<file path="src/rtl/seq_divider.sv">
// Iterative radix-2 restoring divider for DIV/DIVU/REM/REMU.
// One quotient bit per cycle, fixed latency of WIDTH+1 busy cycles.
//
// state | meaning
// ------+-----------------------------------------------------------
// IDLE  | waiting for Start; OutC holds the last result
// ITER  | one restoring step per cycle, WIDTH steps in total
// FIX   | apply result sign, pulse Done, release Busy
module seq_divider #(
    parameter int WIDTH = 32
) (
    input  logic             Clk,
    input  logic             RstN,
    input  logic             Start,
    input  logic [1:0]       Op,
    input  logic [WIDTH-1:0] InA,
    input  logic [WIDTH-1:0] InB,
    input  logic             Flush,
    output logic             Busy,
    output logic             Done,
    output logic [WIDTH-1:0] OutC
);

    localparam int CW = (WIDTH > 2) ? $clog2(WIDTH) : 1;

    typedef enum logic [1:0] {
        IDLE = 2'd0,
        ITER = 2'd1,
        FIX  = 2'd2
    } state_t;

    state_t           state;
    logic             isRem;
    logic             negA;
    logic             negB;
    logic [WIDTH-1:0] aReg;
    logic [WIDTH-1:0] bReg;
    logic [WIDTH-1:0] remReg;
    logic [CW-1:0]    cnt;

    logic             startNegA;
    logic             startNegB;
    logic [WIDTH-1:0] absA;
    logic [WIDTH-1:0] absB;
    logic [1:0]       trialTop;
    logic [WIDTH-1:0] trialRem;
    logic             noBorrow;
    logic             quotNeg;
    logic [WIDTH-1:0] result;

    // Operand magnitudes captured on Start (signed ops only when Op[0]==0).
    always_comb begin
        startNegA = ~Op[0] & InA[WIDTH-1];
        startNegB = ~Op[0] & InB[WIDTH-1];
        absA      = startNegA ? -InA : InA;
        absB      = startNegB ? -InB : InB;
    end

    // Trial subtract {Rem,Amsb} - |B| as an add of the inverted divisor with carry-in 1.
    assign {trialTop, trialRem} = {1'b0, remReg, aReg[WIDTH-1]}
                                + {1'b0, ~{1'b0, bReg}}
                                + {{(WIDTH+1){1'b0}}, 1'b1};
    // When the carry is set the difference is below |B|, so bit WIDTH of T is always clear.
    assign noBorrow = (trialTop == 2'b10);

    // Final sign fix-up; a zero divisor keeps the all-ones quotient unnegated.
    always_comb begin
        quotNeg = (negA ^ negB) && (bReg != '0);
        if (isRem) begin
            result = negA ? -remReg : remReg;
        end else begin
            result = quotNeg ? -aReg : aReg;
        end
    end

    // Sequencer: Flush wins over everything, Done is a single-cycle pulse out of FIX.
    always_ff @(posedge Clk or negedge RstN) begin
        if (!RstN) begin
            state  <= IDLE;
            isRem  <= 1'b0;
            negA   <= 1'b0;
            negB   <= 1'b0;
            aReg   <= '0;
            bReg   <= '0;
            remReg <= '0;
            cnt    <= '0;
            Busy   <= 1'b0;
            Done   <= 1'b0;
            OutC   <= '0;
        end else begin
            Done <= 1'b0;
            if (Flush) begin
                state <= IDLE;
                Busy  <= 1'b0;
            end else begin
                case (state)
                    IDLE: begin
                        if (Start) begin
                            isRem  <= Op[1];
                            negA   <= startNegA;
                            negB   <= startNegB;
                            aReg   <= absA;
                            bReg   <= absB;
                            remReg <= '0;
                            cnt    <= CW'(WIDTH - 1);
                            Busy   <= 1'b1;
                            state  <= ITER;
                        end
                    end
                    ITER: begin
                        remReg <= noBorrow ? trialRem : {remReg[WIDTH-2:0], aReg[WIDTH-1]};
                        aReg   <= {aReg[WIDTH-2:0], noBorrow};
                        if (cnt == '0) begin
                            state <= FIX;
                        end else begin
                            cnt <= cnt - 1'b1;
                        end
                    end
                    FIX: begin
                        OutC  <= result;
                        Done  <= 1'b1;
                        Busy  <= 1'b0;
                        state <= IDLE;
                    end
                    default: begin
                        state <= IDLE;
                        Busy  <= 1'b0;
                    end
                endcase
            end
        end
    end

endmodule

</file>
<file path="config.mk">
export PLATFORM = sky130hd
export DESIGN_NAME = seq_divider
export DESIGN_NICKNAME = d
export VERILOG_FILES = /design/src/rtl/seq_divider.sv
export SDC_FILE = /design/constraint.sdc
export NUM_CORES = 1
export LEC_CHECK = 0
export CORE_UTILIZATION = 50
export CTS_CLUSTER_DIAMETER = 150
export CTS_CLUSTER_SIZE = 20
export DETAILED_ROUTE_END_ITERATION = 10
export PLACE_DENSITY = 0.71
export SLEW_MARGIN = 10
export SYNTH_ARGS = -nofsm -noshare
export SYNTH_HDL_FRONTEND = slang
export SYNTH_SLANG_ARGS = --single-unit
</file>
<file path="constraint.sdc">
create_clock -name Clk -period 10.7 [get_ports Clk]
set_clock_uncertainty 0.2 [all_clocks]
set_input_delay 1.07 -clock Clk [delete_from_list [all_inputs] [get_ports Clk]]
set_output_delay 1.07 -clock Clk [all_outputs]
set_load 0.01 [all_outputs]
</file>
* Word level (Yosys, flattened, before mapping) *
Cells that the tools add are included.

storage, ports and cells
  input port bits = 70
  output and inout bits = 34
  flip-flop bits (word level) = 140

cells by class
  reductions and logical operators = 11
  mux-type cells = 22
  bitwise operators = 6
  add/sub/neg operators = 7
  equality and inequality tests = 8

operators by type and width
  cell                                               count
  two-way mux 32 bit                                 8
  negation 32 bit                                    4
  one-hot mux 32 bit (2 select lines)                2
  adder 33 x 33 -> 34 bit                            1
  adder 34 x 1 -> 34 bit (second input constant)     1
  NOT 32 -> 33 bit                                   1
  nonzero test 32 bit                                1
  two-way mux 5 bit                                  2
  one-hot mux 5 bit (2 select lines)                 1
  two-way mux 2 bit                                  3
  inequality test 2 bit (second input constant)      3
  inequality test 3 bit (second input constant)      2
  AND reduction 2 bit                                3
  AND reduction 3 bit                                2
  zero test 5 bit                                    1
  subtractor 5 x 1 -> 5 bit (second input constant)  1
  == test 2 bit (second input constant)              2
  two-way mux 1 bit                                  4
  one-hot mux 2 bit (2 select lines)                 1
  AND reduction 4 bit                                1
  bitwise AND 1 bit                                  2
  == test 2 x 1 -> 1 bit (second input constant)     1
  zero test 2 bit                                    1
  NOT 1 bit                                          2
  4 further kinds                                    4

* Logic depth before layout (Yosys ltp) *
  word-level depth = 6
  depth in mapped cells = 15
  depth with buffers taken out = 13

* Worst setup path before layout *
No wires, ideal clock.

  path kind = in2reg
  from = input InA[0]
  to = register aReg[30]
  stages = 11
  path slack = 7,071 ps
  data arrival time = 3,293 ps
  path through = inv_1 > ha_1 > nor3b_1 > nand4bb_1 > nor4_1 > nand2_1 > o41ai_1 > xor2_1 > nand2_1 > o21ai_0 > o21ai_0

on the way
  cells in the longest elaborated chain, start to end = 4

RTL lines
  element                              line  text
  start: declaration                   16    input logic [WIDTH-1:0] InA,
  negation 32 bit                      55    absA = startNegA ? -InA : InA;
  two-way mux 32 bit                   55
  two-way mux 32 bit                   98    if (Start) begin
  one-hot mux 32 bit (2 select lines)  96    case (state)
  end signal: assignment               102   aReg <= absA;
  end signal: assignment               112   aReg <= {aReg[WIDTH-2:0], noBorrow};
  end: declaration                     36    logic [WIDTH-1:0] aReg;

No other way between the ends. The select of a mux whose other input is x is not followed.
A chain may end at the register's enable or synchronous reset.

* Final worst setup path *
  from = register aReg[31]
  to = register remReg[11]

on the way
  cells in the longest elaborated chain, start to end = 5

RTL lines
  element                                line  text
  adder 33 x 33 -> 34 bit *              61    + {1'b0, ~{1'b0, bReg}}
  adder 34 x 1 -> 34 bit *               62    + {{(WIDTH+1){1'b0}}, 1'b1};
  == test 2 bit                          64    assign noBorrow = (trialTop == 2'b10);
  two-way mux 32 bit *                   111   remReg <= noBorrow ? trialRem : {remReg[WIDTH-2:0], aReg[WIDTH-1]};
  one-hot mux 32 bit (2 select lines) *  96
  end signal: assignment                 111
  end: declaration                       38    logic [WIDTH-1:0] remReg;

Every way passes the cells marked *; elsewhere a longest branch is shown, timed or not.

==> impl_summary.txt <==
----------------------------------------------------
[Status]
  Run status ... completed

[Timing]
  Final sum of negative setup slack ... 0 ns
  Highest achievable clock rate ... 0.230 GHz
  Final Slew Violations ... 0
  Worst slew margin relative to its limit ... 0.167
  Hold violation total from the final report ... 0
  Post-layout min period ... 4.35 ns
  Endpoints failing setup ... 0
  Setup ws final ... 6.35 ns
  Smallest hold slack ... 0.280 ns
  Period utilization ... 0.407
  RSZ-0062 raised after global routing ... false
  Worst-margin pin slew ... 1.25 ns

[Logic synthesis]
  Number of flops mapped to enable cells by yosys ... 0
  Synthesis warning total ... 0
  Net Count, Synth ... 1429
  Total of flip-flops plus latches after synthesis ... 140
  Synthesized instance count ... 1320
  Top cell type by total area after synthesis ... dfrtp_1
  Post-synth cell types ... 60
  Average footprint of a synthesized cell ... 7.88 um^2
  Synthesized cell area ... 10400 um^2
  Sequential area share after synthesis ... 0.337
  FFs w/ async S/R, synth ... 1.00
  Area share of the largest cell type after synthesis ... 0.337
  Most instantiated flip-flop cell in the synthesis netlist ... dfrtp_1
  Cell types occupying the most area after synthesis ... dfrtp_1, nand2_1, o21ai_0

[CTS]
  CTS Hold Buffers Added ... 0
  Clk slew on worst S/H paths ... 0.06 ns
  Clk sink count ... 140
  Buffer type at the clock tree root ... clkbuf_16
  Number of setup buffers added after CTS ... 0
  Latest clock arrival within the worst-skew pair ... 0.43 ns
  Maximum clock insertion buffer count ... 2
  H-Tree Depth ... 4
  Cells resized by post-CTS repair ... 0
  CTS Buf Count ... 17
  Clock tree from TritonCTS ... built

[Finish]
  Fraction of final layout cells sized beyond drive strength 1 ... 0.0432
  Sequential cell area in the final layout ... 3500 um^2
  Number of nets in the final layout ... 1486
  Diode insertion count for antenna repair ... 0
  P&R area growth vs syn ... 16.9%
  Post-route non-filler standard cell count ... 1659
  Most frequent standard cell in the layout excluding fill and tap cells ... nand2_1
  Fill cell instance count of the final layout ... 1855
  Combined area of the multi-input logic cells ... 6410 um^2
  Highest-count cells in the layout ignoring fill and taps ... nand2_1, o21ai_0, dfrtp_1

[Floorplanning]
  Effective utilization at floorplan ... 0.513
  Top-level I/O count ... 104
  Die outline width ... 146 um
  Row count ... 52
  Core area ... 20300 um^2
  Die outline height ... 146 um
  Full die area ... 21400 um^2

[Route]
  Ratio of routed vias to standard cells ... 5.93
  Remaining routing DRC violations ... 0
  Average wire length per cell after detail routing ... 17.6 um
  Violation count after the first detailed-routing iteration ... 589
  Routed WL ... 29.1 mm
  Pre-Repair DR Iteration Count ... 5
  Final ANT Viol Nets ... 0
  Routed vias ... 9830

[Placed design]
  Detailed Place HPWL ... 21.4 mm
  Count of input and output buffers ... 103
  Post-placement cell count ... 1628
  Global placement routability congestion ... 0.925
  Post-placement setup slack ... 6.39 ns

[Power and ir drop]
  Static Leak ... 5.16 nW
  Power per Cell Area ... 148 nW/um^2
  Peak supply drop ... 0.117 mV
  Total Power Consumption ... 0.00180 W

[Global routing]
  Residual overflow from global routing ... 0
  Number of global-route vias before repair ... 8903
  Initial antenna violation count ... 0
  Largest net degree at the start of global routing ... 87
  Overall track demand over capacity in global routing ... 0.276
  Wire length of the first global-routing pass ... 47.0 mm

[Job]
  Count of maximum capacitance violations ... 0

[Setup path]
  Sort of element at the start of the critical path ... flip-flop
  Data required time of the worst path ... 10.80 ns
  Worst Path Max Fanout ... 34
  Arrival @ worst endpoint ... 4.45 ns
  Worst Path Class, Setup ... flip-flop to flip-flop
  CP Capture Type ... flip-flop

[Worst hold path]
  Hold Crit Class ... flip-flop to flip-flop

----------------------------------------------------
final timing paths:
kind | slack (ns) | cells past startpoint | from | to
worst max-delay path | 6.35 | 13 | aReg[31] | remReg[11]
min in group asynchronous | 0.52 | 1 | RstN | remReg[16]
worst max register to register | 6.35 | 13 | aReg[31] | remReg[11]
worst min-delay path | 0.28 | 2 | OutC[18] | OutC[18]
worst min register to register | 0.28 | 2 | OutC[18] | OutC[18]
max in group asynchronous | 8.59 | 2 | RstN | aReg[9]
sequential cells by signal, summed over array words and instances (netlist names), 2 cells and up:
| register | count |
|---|---|
| OutC | 32 |
| aReg | 32 |
| bReg | 32 |
| cnt | 5 |
| remReg | 32 |
| state | 2 |
per-stage QoR:
stage | instance area (um^2) | util
final | 12200 | 0.599
after global routing | 12200 | 0.599
after CTS | 12200 | 0.599
after detailed placement | 11600 | 0.570
after global placement | 11600 | 0.570
after floorplan | 10400 | -
cell usage after synthesis, drive strengths merged (24+ instances only):
cell type	count
xnor2	77
o31ai	27
dfrtp	140
nor4	24
o21ai	171
nand4	34
ha	38
clkbuf	64
a21oi	107
nand2	225
nor2	71
xor2	67
inv	57
cell families after synthesis:
logic type      after synthesis  share of synthesized area
compound gates              399                      0.233
flops                       140                      0.337
simple gates                465                      0.210
buf+inv                     131                     0.0497
fa+ha+maj                    39                     0.0476
xor+xnor                    144                      0.121
mux                           2                    0.00192
routing by layer:
layer  vias up  track usage  share of wire
met5         -            0              0
met4         0       0.0719          0.016
met3        38       0.0428          0.067
met2       360        0.416           0.44
met1      4645        0.411           0.48
li1       4787            -              -
power by group:
group / leakage, nW / switching (W) / total (W) / internal (W)
registers: 1.82 / 0.0000813 / 0.000667 / 0.000585
clock network: 0.284 / 0.000235 / 0.000607 / 0.000372
logic: 3.06 / 0.000314 / 0.000528 / 0.000214
area by class of cell:
class,instances,share of cell area
flip-flops and latches,140,0.288
repair buffers,112,0.0904
clock inverters,10,0.0116
inverters,57,0.0176
clock buffers,21,0.0370
well taps,270,0.0278
multi-input cells,1049,0.527
worst max-delay path, stage by stage, from the launching register on:
cell      delay (ns)
dfrtp_1         0.41
inv_1           0.08
ha_1            0.23
fa_1            0.42
nand2b_1        0.19
a21oi_1         0.18
nor3_1          0.10
o211ai_1        0.23
a31oi_1         0.18
o21ai_0         0.42
a311oi_1        0.19
or4_4           0.65
and2_4          0.36
o311ai_0        0.37
Power figures use the tool's default switching activity.
